## config.mk

```make
export PLATFORM = sky130hd
export DESIGN_NAME = alu_flat
export DESIGN_NICKNAME = d
export VERILOG_FILES = /design/src/rtl/alu_if.sv /design/src/rtl/alu.sv /design/src/flat_wrapper.sv
export SDC_FILE = /design/constraint.sdc
export NUM_CORES = 1
export LEC_CHECK = 0
export CORE_AREA = 3 3 40 42
export CTS_BUF_LIST = sky130_fd_sc_hd__clkbuf_4 sky130_fd_sc_hd__clkbuf_8
export DETAILED_ROUTE_END_ITERATION = 6
export DIE_AREA = 0 0 43 45
export PLACE_DENSITY = 0.72
export RECOVER_POWER = 100
export SYNTH_ARGS = -nofsm -noshare
export SYNTH_HDL_FRONTEND = slang
export SYNTH_SLANG_ARGS = --single-unit
export TNS_END_PERCENT = 10
```

## constraint.sdc

```tcl
create_clock -name clk -period 1.3 [get_ports clk]
set_clock_uncertainty 0.1 [all_clocks]
set_input_delay 0.26 -clock clk [delete_from_list [all_inputs] [get_ports clk]]
set_output_delay 0.26 -clock clk [all_outputs]
set_load 0.01 [all_outputs]
```

## src/rtl/alu_if.sv

```systemverilog
// Operand/result bundle for the registered ALU; the master drives operands, the slave returns the result and flags.
interface alu_if;
  logic [3:0] A;
  logic [1:0] B;
  logic [1:0] sel;
  logic [3:0] Y;
  logic       Z;
  logic       N;
  logic       C;
  logic       V;

  modport master (output A, B, sel, input Y, Z, N, C, V);
  modport slave  (input A, B, sel, output Y, Z, N, C, V);
endinterface

```

## src/rtl/alu.sv

```systemverilog
// Registered 4-bit ALU: MUL/SUB/AND/XOR of A with zero-extended B, plus Z/N/C/V flags.
// Latency one cycle; no backpressure, a new op is accepted on every rising clk.
module alu (
  input  logic  clk,
  input  logic  rst,
  alu_if.slave  bus
);

  logic [3:0] a;
  logic [3:0] bx;
  logic [1:0] op;

  assign a  = bus.A;
  assign bx = {2'b00, bus.B};
  assign op = bus.sel;

  // Multiplier array: two partial-product rows, second row shifted by one and
  // summed with a ripple of full adders into a 6-bit product.
  logic [3:0] pp0;
  logic [3:0] pp1;
  logic [3:0] row_a;
  logic [4:0] mul_carry;
  logic [5:0] prod;

  assign pp0          = a & {4{bx[0]}};
  assign pp1          = a & {4{bx[1]}};
  assign row_a        = {1'b0, pp0[3:1]};
  assign mul_carry[0] = 1'b0;
  assign prod[0]      = pp0[0];

  for (genvar i = 0; i < 4; i++) begin : g_mul
    assign prod[i+1]      = row_a[i] ^ pp1[i] ^ mul_carry[i];
    assign mul_carry[i+1] = (row_a[i] & pp1[i]) | (mul_carry[i] & (row_a[i] ^ pp1[i]));
  end

  assign prod[5] = mul_carry[4];

  // Ripple-borrow subtractor; the final borrow is the A < B indication.
  logic [3:0] diff;
  logic [4:0] borrow;

  assign borrow[0] = 1'b0;

  for (genvar j = 0; j < 4; j++) begin : g_sub
    assign diff[j]     = a[j] ^ bx[j] ^ borrow[j];
    assign borrow[j+1] = (~a[j] & bx[j]) | (~(a[j] ^ bx[j]) & borrow[j]);
  end

  logic [3:0] and_res;
  logic [3:0] xor_res;

  assign and_res = a & bx;
  assign xor_res = a ^ bx;

  logic [3:0] y_nxt;
  logic       c_nxt;
  logic       v_nxt;
  logic       z_nxt;
  logic       n_nxt;

  always_comb begin
    y_nxt = 4'b0000;
    c_nxt = 1'b0;
    v_nxt = 1'b0;
    case (op)
      2'b00: begin
        y_nxt = prod[3:0];
        c_nxt = prod[5] | prod[4];
      end
      2'b01: begin
        y_nxt = diff;
        c_nxt = borrow[4];
        // Only a negative A can overflow when subtracting a non-negative value.
        v_nxt = a[3] & ~diff[3];
      end
      2'b10:   y_nxt = and_res;
      default: y_nxt = xor_res;
    endcase
  end

  assign z_nxt = (y_nxt == 4'b0000);
  assign n_nxt = y_nxt[3];

  logic [3:0] y_q;
  logic       z_q;
  logic       n_q;
  logic       c_q;
  logic       v_q;

  always_ff @(posedge clk or posedge rst) begin
    if (rst) begin
      y_q <= 4'b0000;
      z_q <= 1'b1;
      n_q <= 1'b0;
      c_q <= 1'b0;
      v_q <= 1'b0;
    end else begin
      y_q <= y_nxt;
      z_q <= z_nxt;
      n_q <= n_nxt;
      c_q <= c_nxt;
      v_q <= v_nxt;
    end
  end

  assign bus.Y = y_q;
  assign bus.Z = z_q;
  assign bus.N = n_q;
  assign bus.C = c_q;
  assign bus.V = v_q;

endmodule

```

## src/flat_wrapper.sv

```systemverilog
// flat-port wrapper written by rule: the top's interface ports become plain ports
module alu_flat 
  (clk, rst, bus_A, bus_B, bus_sel, bus_Y, bus_Z, bus_N, bus_C, bus_V);
  alu_if bus_i ();
  input  logic clk;
  input  logic rst;
  input wire logic [$bits(bus_i.A)-1:0] bus_A;
  input wire logic [$bits(bus_i.B)-1:0] bus_B;
  input wire logic [$bits(bus_i.sel)-1:0] bus_sel;
  output wire logic [$bits(bus_i.Y)-1:0] bus_Y;
  output wire logic [$bits(bus_i.Z)-1:0] bus_Z;
  output wire logic [$bits(bus_i.N)-1:0] bus_N;
  output wire logic [$bits(bus_i.C)-1:0] bus_C;
  output wire logic [$bits(bus_i.V)-1:0] bus_V;
  assign bus_i.A = bus_A;
  assign bus_i.B = bus_B;
  assign bus_i.sel = bus_sel;
  assign bus_Y = bus_i.Y;
  assign bus_Z = bus_i.Z;
  assign bus_N = bus_i.N;
  assign bus_C = bus_i.C;
  assign bus_V = bus_i.V;
  alu u_core (.clk(clk), .rst(rst), .bus(bus_i));
endmodule
```

# [Word level (Yosys, flattened, before mapping)]
# Index checks and enable logic that the tools add are counted.
[totals] inputBits=10 wordCells=49 out_inout_bits=8 ff_bits=8
[op_classes] n_eq_ne=2 n_bitwise=37 muxes=3 n_reduce_logical=2
[op_table] op="bitwise AND 1 bit" count=12
[op_table] op="one-hot mux 4 bit (3 select lines)" count=1
[op_table] op="bitwise XOR 1 bit" count=11
[op_table] op="bitwise AND 4 bit" count=2
[op_table] op="inverter 1 bit" count=6
[op_table] op="bitwise AND 4 x 2 -> 4 bit" count=1
[op_table] op="zero test 4 bit" count=1
[op_table] op="bitwise OR 1 bit" count=4
[op_table] op="bitwise XOR 4 x 2 -> 4 bit" count=1
[op_table] op="equality test 2 x 1 -> 1 bit (second input constant)" count=1
[op_table] op="equality test 2 bit (second input constant)" count=1
[op_table] op="zero test 2 bit" count=1
[op_table] op="one-hot mux 1 bit (2 select lines)" count=1
[op_table] op="2-to-1 mux 1 bit" count=1

# [Depth between registers and ports, before layout]
[depth] ltp_word=9 mapped_depth=8 depth_no_buf=8

# [Worst setup path before layout]
# Ideal clock, no wire load.
[synth_path] path_type="input port to flip-flop" startpoint="input bus_A[1]" endpoint="register u_core.z_q, in the netlist u_core.bus.Z" stages=8 t_required_ps=1113 path_slack_ps=-832 arrival_ps=1945 setup_time_ps=87 n_path_buf=0 cell_sequence="and2_1 ha_1 fa_1 inv_1 fa_1 mux2_2 o21ai_0 nor4_2"
[synth_between] elab_chain_cells=8 word_cells_on_any_way=24 classes_between="mux (1); bitwise (22); reduce/logical (1)"
[synth_rtl] element="start, declared" line="flat_wrapper.sv:7" rtl="input wire logic [$bits(bus_i.A)-1:0] bus_A;"
[synth_rtl] element="bitwise XOR 1 bit" line="alu.sv:46" rtl="assign borrow[j+1] = (~a[j] & bx[j]) | (~(a[j] ^ bx[j]) & borrow[j]);"
[synth_rtl] element="inverter 1 bit" line="alu.sv:46"
[synth_rtl] element="bitwise AND 1 bit" line="alu.sv:46"
[synth_rtl] element="bitwise OR 1 bit" line="alu.sv:46"
[synth_rtl] element="bitwise AND 1 bit" line="alu.sv:46"
[synth_rtl] element="bitwise XOR 1 bit" line="alu.sv:45" rtl="assign diff[j] = a[j] ^ bx[j] ^ borrow[j];"
[synth_rtl] element="one-hot mux 4 bit (3 select lines) *" line="alu.sv:65" rtl="case (op)"
[synth_rtl] element="via u_core.y_nxt[3]" line="alu.sv:55" rtl="logic [3:0] y_nxt;"
[synth_rtl] element="zero test 4 bit *" line="alu.sv:81" rtl="assign z_nxt = (y_nxt == 4'b0000);"
[synth_rtl] element="via u_core.z_nxt" line="alu.sv:58" rtl="logic z_nxt;"
[synth_rtl] element="end signal, assigned" line="alu.sv:99" rtl="z_q <= z_nxt;"
[synth_rtl] element="end, declared" line="alu.sv:85" rtl="logic z_q;"
# The timed path passes the listed nets; every way through them passes the cells marked *.

# [Final worst setup path]
[layout_path] startpoint="input bus_B[0]" endpoint="register u_core.z_q, in the netlist u_core.bus.Z"
[layout_between] elab_chain_cells=7 word_cells_on_any_way=22 classes_between="mux (1); bitwise (20); reduce/logical (1)"
[layout_rtl] element="start, declared" line="flat_wrapper.sv:8" rtl="input wire logic [$bits(bus_i.B)-1:0] bus_B;"
[layout_rtl] element="bitwise AND 1 bit or bitwise AND 4 bit (tied branches)" line="alu.sv:46, alu.sv:25"
[layout_rtl] element="bitwise AND 1 bit, or another cell as far along" line="alu.sv:46"
[layout_rtl] element="bitwise OR 1 bit or bitwise AND 1 bit (tied branches)" line="alu.sv:46, alu.sv:33"
[layout_rtl] element="bitwise AND 1 bit or bitwise OR 1 bit (tied branches)" line="alu.sv:46, alu.sv:33"
[layout_rtl] element="bitwise XOR 1 bit, on equally long branches" line="alu.sv:45, alu.sv:32"
[layout_rtl] element="one-hot mux 4 bit (3 select lines) *" line="alu.sv:65"
[layout_rtl] element="via u_core.y_nxt[3]" line="alu.sv:55"
[layout_rtl] element="zero test 4 bit *" line="alu.sv:81"
[layout_rtl] element="via u_core.z_nxt" line="alu.sv:58"
# Marks and branches as above.

==> flow_summary.toml <==
[status]
status = "finished, violations left"
violations = "setup timing"

[power]
ir_drop_mv = 0.3461
p_leak_nw = 0.4345
pwr_density_cell_mw_per_mm2 = 792.0
fin_total_pwr_mw = 0.6827

[final_layout]
syn_to_final_growth_pct = 62.12
diodes = 0
drive_above_1_share_pct = 41.03
final_area_um2 = 862.1
fin_util_pct = 67.09
mostFrequentLayoutCell = "buf_4"
fin_cells = 93
layout.nets = 100
final_cell_mix = "9 x buf_4, 8 x inv_1, 8 x dlygate4sd2_1, 6 x ha_1, 6 x dfrtp_1"

[worst_setup_path]
cp_slowest_cell = "fa_1"
cp_max_fo = 4
worstSetupStartpointType = "input port"
cp.depth = 9
worstPathArrival_ps = 2030
path_cells = "buf_8 > and2_4 > ha_4 > fa_2 > inv_2 > fa_1 > mux2_4 > o21ai_4 > nor4_2"
worst-path-buf-inv = 2
criticalPathCategory = "input port to register"
cp-end-kind = "register"
critPathRequiredTime_ps = 1360
crit_family = "adder cells"
critPathMaxStageDelay_ps = 410

[synth]
avgSynthCellArea_um2 = 10.64
syn-instance-count = 50
ys_warn_count = 0
synth.distinct_cells = 19
synthesis.area_um2 = 531.8
synth_nets = 71
synth-seq-cells = 7
ys_seq_area_share_pct = 33.18

[drt]
remaining_drc_errors = 0
drt_wl_total_mm = 1.071
vias = 421
wl_per_cell_um = 11.52
viasPerCell = 4.527
drt-pass1-iter-count = 1
dr.first_iter.drc_count = 0
detail-route-antenna-nets = 0

[global_route]
grt_max_degree = 8
grt_pass1_wl_mm = 1.794
overflow = 0
first_global_vias = 455
track_usage_pct = 12.68
antenna_found_initial = 0

[min_path]
min-delay-path-class = "input port to register"
whs_path_depth = 3

[clock_network]
cts_hold_buffers = 0
clock-sinks = 7
cts_tree = "done"
cts_made_buffers = 3
h-tree-depth = 1
clk_pin_slew_ps = 50
clock-root-buffer = "clkbuf_4"
cts_buffer_depth = 2

[sta]
fmax_mhz = 507.6
hold_viol_final = 0
tightest_slew_ps = 246.0
slew_headroom_pct = 83.54
maxSlewViolCount = 0
setup_viol = 6
rsz0062_at_grt = "true"
hold_ws_ps = 268.6
post-route-period-util_pct = 151.5
fin_ws_ps = -670.0
min_period_ps = 1970

[die]
start_util_pct = 41.38
rows = 13
fp.dieArea_mm2 = 0.001935
die_x_um = 43
io_pins = 18
dieHeight_um = 45
core_region_area_mm2 = 0.001285

[place]
dp_cells = 88
gp_congestion = 0.7656
hpwl_um = 847.4
io_buffers = 17
dpl_cell_area_um2 = 789.5

[job]
maxCapViolCount = 0
[layer usage]
layer | track usage (%) | routed length [µm]
met2 | 26.35 | 580
met3 | 2.390 | 83
met4 | 5.422 | 0
met5 | 0 | 0
met1 | 11.84 | 406
[registers in the layout, indices dropped and copies added (netlist names)]
signal / count
u_core.bus.V: 1
u_core.bus.N: 1
u_core.bus.Z: 1
u_core.bus.C: 1
u_core.bus.Y: 3
[report_power, final]
part / leakage (nW) / switching (mW) / internal [mW]
combinational: 0.329 / 0.107 / 0.126
sequential: 0.0872 / 0.00463 / 0.242
clock: 0.0184 / 0.0670 / 0.137
[repair_timing]
| item | CTS | global route |
|---|---|---|
| endpoints found under the setup margin | 14 | 7 |
| hold endpoints to repair | 0 | 0 |
| resized for setup | 38 | 4 |
| pin swaps | 8 | 0 |
| buffers inserted | 1 | 0 |
[metrics by stage]
| stage | setup slack (ps) | setup TNS, ps |
|---|---|---|
| 2_1_floorplan | -723.7 | -2584 |
| 3_3_place_gp | -1292 | -6640 |
| 3_5_place_dp | -1316 | -6735 |
| 4_1_cts | -659.2 | -2140 |
| 5_1_grt | -715.5 | -2323 |
| 6_report | -670.0 | -2071 |
[worst min-delay path, delay by kind of cell]
family	cells	cell delay [ps]
fa+ha+maj	1	140
buf+inv	1	80
mux	1	80
[cell type report]
class | count | area (µm²)
sequential | 7 | 176.4
fill | 111 | 422.9
clock buffer | 4 | 30.03
inverter | 9 | 33.78
multi-input combinational | 32 | 372.9
timing repair buffer | 26 | 230.2
tap | 15 | 18.77
[cells in the mapped netlist (all sizes together)]
cell type / n / share of area, %
and2: 4 / 4.7
a21oi: 1 / 0.94
mux2: 1 / 2.1
nand3: 2 / 1.9
nor4: 1 / 2.4
mux4: 1 / 4.2
fa: 3 / 11
a21o: 1 / 1.4
mux2i: 1 / 1.9
o31ai: 1 / 1.4
dfstp: 1 / 4.9
dfrtp: 6 / 28
buf: 2 / 3.5
o21ai: 1 / 0.94
inv: 9 / 6.4
ha: 8 / 19
nand2: 5 / 3.5
nor2: 2 / 1.4
[final timing paths]
check,startpoint,endpoint
min,bus_B[0],u_core.bus.Y[0]$_DFF_PP0_
max,bus_B[0],u_core.bus.Z$_DFF_PP1_
max in group asynchronous,rst,u_core.bus.Z$_DFF_PP1_
min in group asynchronous,rst,u_core.bus.Y[1]$_DFF_PP0_
[logic make-up (layout without fill, tap and decap cells)]
kind of cell / Yosys count / after routing / synth area share [%]
adder cells (fa/ha/maj): 11 / 11 / 30.12
multiplexers: 3 / 3 / 8.235
AND/OR/NAND/NOR: 14 / 14 / 13.88
flip-flops: 7 / 7 / 33.18
AO/OA/AOI/OAI: 4 / 4 / 4.705
buffers and inverters: 11 / 39 / 9.882
(Power assumes the default switching activity.)
